### src/rtl/spi_ram_ctrl.sv
// Command decoder and byte-wide RAM behind an SPI slave: 10-bit frames carry a
// 2-bit opcode that sets write/read pointers, stores a byte, or returns a byte.
module spi_ram_ctrl #(
  parameter int MEM_DEPTH = 256,
  parameter int ADDR_SIZE = 8
) (
  input  logic       clk,
  input  logic       rst_n,
  input  logic [9:0] rx_data,
  input  logic       rx_valid,
  output logic [7:0] tx_data,
  output logic       tx_valid
);

  localparam logic [1:0] OP_WR_ADDR = 2'b00;
  localparam logic [1:0] OP_WR_DATA = 2'b01;
  localparam logic [1:0] OP_RD_ADDR = 2'b10;
  localparam logic [1:0] OP_RD_DATA = 2'b11;

  typedef enum logic {
    IDLE = 1'b0,
    RESP = 1'b1
  } state_t;

  logic [7:0]           mem [MEM_DEPTH];
  logic [ADDR_SIZE-1:0] wr_addr;
  logic [ADDR_SIZE-1:0] rd_addr;
  state_t               state;
  state_t               state_next;

  logic [1:0]           opcode;
  logic [7:0]           payload;
  logic                 cmd_wr_addr;
  logic                 cmd_wr_data;
  logic                 cmd_rd_addr;
  logic                 cmd_rd_data;

  assign opcode  = rx_data[9:8];
  assign payload = rx_data[7:0];

  // Opcodes are only meaningful when the frame is marked valid.
  always_comb begin
    cmd_wr_addr = 1'b0;
    cmd_wr_data = 1'b0;
    cmd_rd_addr = 1'b0;
    cmd_rd_data = 1'b0;
    if (rx_valid) begin
      case (opcode)
        OP_WR_ADDR: cmd_wr_addr = 1'b1;
        OP_WR_DATA: cmd_wr_data = 1'b1;
        OP_RD_ADDR: cmd_rd_addr = 1'b1;
        default:    cmd_rd_data = 1'b1;
      endcase
    end
  end

  always_ff @(posedge clk or negedge rst_n) begin
    if (!rst_n) begin
      state <= IDLE;
    end else begin
      state <= state_next;
    end
  end

  always_comb begin
    state_next = state;
    tx_valid   = 1'b0;
    case (state)
      IDLE: begin
        if (cmd_rd_data) begin
          state_next = RESP;
        end
      end
      RESP: begin
        tx_valid = 1'b1;
        if (rx_valid && !cmd_rd_data) begin
          state_next = IDLE;
        end
      end
      default: state_next = IDLE;
    endcase
  end

  // Pointers wrap naturally because they are exactly ADDR_SIZE bits wide.
  always_ff @(posedge clk or negedge rst_n) begin
    if (!rst_n) begin
      wr_addr <= '0;
    end else if (cmd_wr_addr) begin
      wr_addr <= payload[ADDR_SIZE-1:0];
    end else if (cmd_wr_data) begin
      wr_addr <= wr_addr + ADDR_SIZE'(1);
    end
  end

  always_ff @(posedge clk or negedge rst_n) begin
    if (!rst_n) begin
      rd_addr <= '0;
    end else if (cmd_rd_addr) begin
      rd_addr <= payload[ADDR_SIZE-1:0];
    end else if (cmd_rd_data) begin
      rd_addr <= rd_addr + ADDR_SIZE'(1);
    end
  end

  // Storage is never cleared; the rst_n gate keeps frames seen during reset out.
  always_ff @(posedge clk) begin
    if (rst_n && cmd_wr_data) begin
      mem[wr_addr] <= payload;
    end
  end

  always_ff @(posedge clk or negedge rst_n) begin
    if (!rst_n) begin
      tx_data <= 8'h00;
    end else if (cmd_rd_data) begin
      tx_data <= mem[rd_addr];
    end
  end

endmodule

### config.mk
export PLATFORM = sky130hd
export DESIGN_NAME = spi_ram_ctrl
export DESIGN_NICKNAME = d
export VERILOG_FILES = /design/src/rtl/spi_ram_ctrl.sv
export SDC_FILE = /design/constraint.sdc
export NUM_CORES = 2
export LEC_CHECK = 0
export ABC_AREA = 1
export BUFFER_PORTS_ARGS = -buffer_cell sky130_fd_sc_hd__buf_2
export CAP_MARGIN = 25
export CORE_MARGIN = 5
export CORE_UTILIZATION = 63
export DETAILED_ROUTE_END_ITERATION = 10
export GPL_ROUTABILITY_DRIVEN = 0
export PLACE_DENSITY_LB_ADDON = 0.15
export SLEW_MARGIN = 5
export SYNTH_ARGS = -nofsm -noshare
export SYNTH_HDL_FRONTEND = slang
export SYNTH_SLANG_ARGS = --single-unit
### constraint.sdc
create_clock -name clk -period 2.31 [get_ports clk]
set_input_delay 0.3465 -clock clk [delete_from_list [all_inputs] [get_ports clk]]
set_output_delay 0.3465 -clock clk [all_outputs]
set_load 0.005 [all_outputs]
==> impl_metrics.env <==
export IMPL_combPwrFrac_pct=22.2
export IMPL_synthMuxAreaShare_pct=0
export IMPL_grt_total_usage_pct=33.8
export IMPL_yosysUniqueCellTypes=28
export IMPL_synthCells=7798
export IMPL_place_port_buffers=21
export IMPL_synth_top_family_by_area="simple AND/OR/NAND/NOR gates"
export IMPL_critical_path_arrival_ns=3.36
export IMPL_synth_yosys_seq_area_share_pct=71.5
export IMPL_drt_drc_violations_left=0
export IMPL_hp_class="in2async"
export IMPL_filler_cell_count=8446
export IMPL_crit_path_max_fanout=9
export IMPL_drt_total_wl_um=250000
export IMPL_yosys_register_bits=2073
export IMPL_final_period_minus_worst_setup_slack_ns=2.64
export IMPL_synth_top_cells_by_area="edfxtp_1 (71%), nand2_1 (8.0%), nand3_1 (6.1%)"
export IMPL_worstMarginPinSlew_ns=0.693
export IMPL_ys_warns=0
export IMPL_syn2layout_area_growth_pct=19.6
export IMPL_busiest_grt_layer="met2"
export IMPL_synth_simple_area_share_pct=19.3
export IMPL_clock_tree_htree_level_count=4
export IMPL_die_height_um=381
export IMPL_crit_buf_inv=4
export IMPL_hold_violations=0
export IMPL_vdd_ir_max_v=0.000789
export IMPL_grt_start_max_net_pins=81
export IMPL_power_leakage_uw=0.0398
export IMPL_crit_path_cell_trace="buf_12 > buf_12 > buf_4 > buf_4 > nor2_1 > nor2_1 > o21ai_1 > nand3_1 > nand3_2 > a21oi_1 > nor2_4 > nand2_2 > nand3_2 > nand2_1 > nand2_1 > nand2_1"
export IMPL_detailedRoute_firstPassIterationCount=7
export IMPL_critical_path_top_delay_family="simple AND/OR/NAND/NOR gates"
export IMPL_grt_pass1_vias=60100
export IMPL_post_synth_cell_area_avg_sq_um=11.1
export IMPL_critical_path_top_cell_by_count="nand2_1"
export IMPL_tritoncts_num_sinks=2073
export IMPL_postRouteAntennaNets=0
export IMPL_synth_largest_area_cell="edfxtp_1"
export IMPL_crit_slowest_cell="dfrtp_4"
export IMPL_die_area_sq_um=145000
export IMPL_cts_root_to_sink_buffers=3
export IMPL_cts_tree="done"
export IMPL_routed_wire_length_per_instance_um=24.3
export IMPL_globalRouteMet1Util_pct=45.0
export IMPL_finalNonFillerCells=10300
export IMPL_reg2reg_slack_ns=-0.33
export IMPL_clkPwrFrac_pct=34.1
export IMPL_fin_skew_ns=0.0414
export IMPL_cap_violations=0
export IMPL_layout_worst_path_cycle_share_pct=114
export IMPL_violations="negative setup slack"
export IMPL_final_max_slew_viol_count=0
export IMPL_fp_dieW_um=381
export IMPL_outcome="finished with violations"
export IMPL_cts_buffers=201
export IMPL_yosys_area_top_type_share_pct=70.8
export IMPL_mappedNetlistArea_sq_um=86900
export IMPL_dp_slack_ns=-0.547
export IMPL_yosys_area_share_adder_pct=0.0720
export IMPL_vias=62200
export IMPL_fmax_ghz=0.379
export IMPL_grt_use_met2_pct=52.9
export IMPL_setup_ws_ns=-0.331
export IMPL_startpoint_type="flip-flop"
export IMPL_final_layout_size_suffix_gt1_share_pct=16.7
export IMPL_floorplan_rows=136
export IMPL_met3_usage_pct=8.31
export IMPL_power_switching_share_pct=29.4
export IMPL_coreArea_sq_um=137000
export IMPL_part_of_the_power_in_registers_pct=43.7
export IMPL_place_detailed_hpwl_um=150000
export IMPL_synthesis_nets=7816
export IMPL_post_place_cells=9866
export IMPL_grt_setup_unrepaired="yes"
export IMPL_grt_overflow=0
export IMPL_wire_length_of_the_first_global_routing_pass_um=369000
export IMPL_fin_nets=8365
export IMPL_timing_setup_critical_path_class="reg2reg"
export IMPL_final_core_utilization_pct=75.7
export IMPL_stdcell_area_sq_um=104000
export IMPL_max_slew_margin_rel_pct=53.8
export IMPL_critPathCaptureType="flip-flop"
export IMPL_clock_insertion_delay_worst_skew_ns=0.85
export IMPL_placedInstanceArea_sq_um=94700
export IMPL_powerDensity_nw_per_um2=919
export IMPL_yosys_area_share_xor_xnor_pct=0.0605
export IMPL_power_switching_uw=28000
export IMPL_timing_critical_path_required_ns=3.03
export IMPL_starting_density_of_the_core_pct=63.3
export IMPL_area_fraction_in_compound_gates_after_synthesis_pct=4.31
export IMPL_internal_power_uw=67400
export IMPL_setup_viol=8
export IMPL_grt_antenna_before_repair=6
export IMPL_post_drt_via_cell_ratio=6.04
export IMPL_crit_path_largest_cell_delay_ns=0.50
export IMPL_pin_count=22
export IMPL_drtIter0Drc=8878
export IMPL_cts_root_buffer="clkbuf_16"
export IMPL_cts_clk_slew_worst_paths_ns=0.07
[routing by layer]
layer / share of wire (%) / routed length [um]
met5: 0.038 / 96
met4: 5.2 / 13000
met3: 12 / 29500
met2: 47 / 117000
met1: 36 / 90300
[synth_stat cells]
library cell / instances
xor2_1: 5
ha_1: 5
buf_2: 131
dfrtp_1: 25
clkbuf_1: 252
o221ai_1: 9
inv_2: 3
nand3_1: 1054
clkinv_1: 6
o211ai_2: 55
o22ai_1: 2
xnor2_1: 1
o21ai_1: 32
or2_2: 16
nor2_1: 1179
nand2_1: 1846
a31oi_1: 3
buf_4: 43
buf_1: 41
buf_6: 15
o21ai_0: 433
nand4_1: 2
nor2_2: 1
o211ai_1: 59
a21oi_1: 35
nor3_1: 2
edfxtp_1: 2048
inv_1: 495
[stage by stage]
| step | hold WS, ns | power [uW] | setup TNS (ns) |
|---|---|---|---|
| final | 0.200 | 95500 | -1.96 |
| after global routing | 0.221 | 98500 | -2.51 |
| after CTS | 0.142 | 94300 | -1.17 |
| after detailed placement | 0.479 | 60800 | -9.09 |
| after global placement | 0.467 | 60500 | -4.52 |
| after floorplan | 0.0509 | 52500 | -49.41 |
[layout by cell type (no fill, tap or decap), drive strengths merged]
master	n
nor3	2
clkinv	86
clkbuf	255
nand3	1054
dlygate4sd3	12
inv	509
diode	2
edfxtp	2048
nand4	2
or2	16
bufbuf	10
o211ai	114
a21oi	35
a31oi	3
o221ai	9
bufinv	22
nor2	1180
xnor2	1
ha	5
nand2	1846
buf	795
o21ai	465
xor2	5
clkinvlp	10
dfrtp	25
o22ai	2
[layout make-up]
| type | instances | area [sq um] | share of cell area (%) |
|---|---|---|---|
| Tap cell | 1794 | 2240 | 2.16 |
| Inverter | 504 | 1940 | 1.87 |
| Sequential cell | 2073 | 62100 | 59.8 |
| Clock inverter | 122 | 1280 | 1.23 |
| Clock buffer | 245 | 5190 | 5.00 |
| Timing Repair Buffer | 827 | 9290 | 8.94 |
| Timing Repair inverter | 1 | 8.76 | 0.00843 |
| Multi-Input combinational cell | 4739 | 21800 | 21.0 |
| Antenna cell | 2 | 5.00 | 0.00482 |
[timing repair]
action | CTS | global route
hold buffers | 12 | 0
endpoints found under the setup margin | 8 | 10
endpoints found under the hold margin | 309 | 0
pin swaps | 36 | 73
gates cloned | 16 | 10
resized for setup | 205 | 160
buffers inserted | 32 | 5
[power groups by stage]
stage,clock network [uW],registers [uW],logic [uW]
floorplan,0,42300,10100
global placement,0,42500,18000
detailed placement,0,42500,18300
CTS,32700,41700,19900
global route,34400,41700,22400
finish,32500,41800,21200
[state kept, by name, summed over array words and instances (netlist names), named ones only]
register / count
tx_data: 8
mem: 2048
rd_addr: 8
wr_addr: 8
[worst paths after layout]
kind	startpoint	end	depth (start not counted)
max reg2reg	rd_addr[0]$_DFFE_PN0P_	tx_data[5]$_DFFE_PN0P_	16
max	rd_addr[0]$_DFFE_PN0P_	tx_data[5]$_DFFE_PN0P_	16
max in group asynchronous	rst_n	rd_addr[0]$_DFFE_PN0P_	3
min	rst_n	rd_addr[6]$_DFFE_PN0P_	3
min in group clk	rx_valid	flip-flop	5
min reg2reg	flip-flop	flip-flop	2
[logic make-up (layout without fill, tap and decap cells)]
logic type / count (synthesis) / count (layout)
XOR/XNOR: 6 / 6
adder cells (fa/ha/maj): 5 / 5
AND/OR/NAND/NOR: 4100 / 4100
buffers and inverters: 986 / 1699
AO/OA/AOI/OAI: 628 / 628
flip-flops: 2073 / 2073
other: 0 / 2
[worst register-to-register path: stages (launching register included)]
cell,delay (ns)
dfrtp_4,0.50
buf_12,0.17
buf_12,0.17
buf_4,0.19
buf_4,0.16
nor2_1,0.15
nor2_1,0.08
o21ai_1,0.10
nand3_1,0.18
nand3_2,0.13
a21oi_1,0.11
nor2_4,0.21
nand2_2,0.12
nand3_2,0.09
nand2_1,0.07
nand2_1,0.07
nand2_1,0.05
Note: power is estimated with default switching activity, not from simulation.
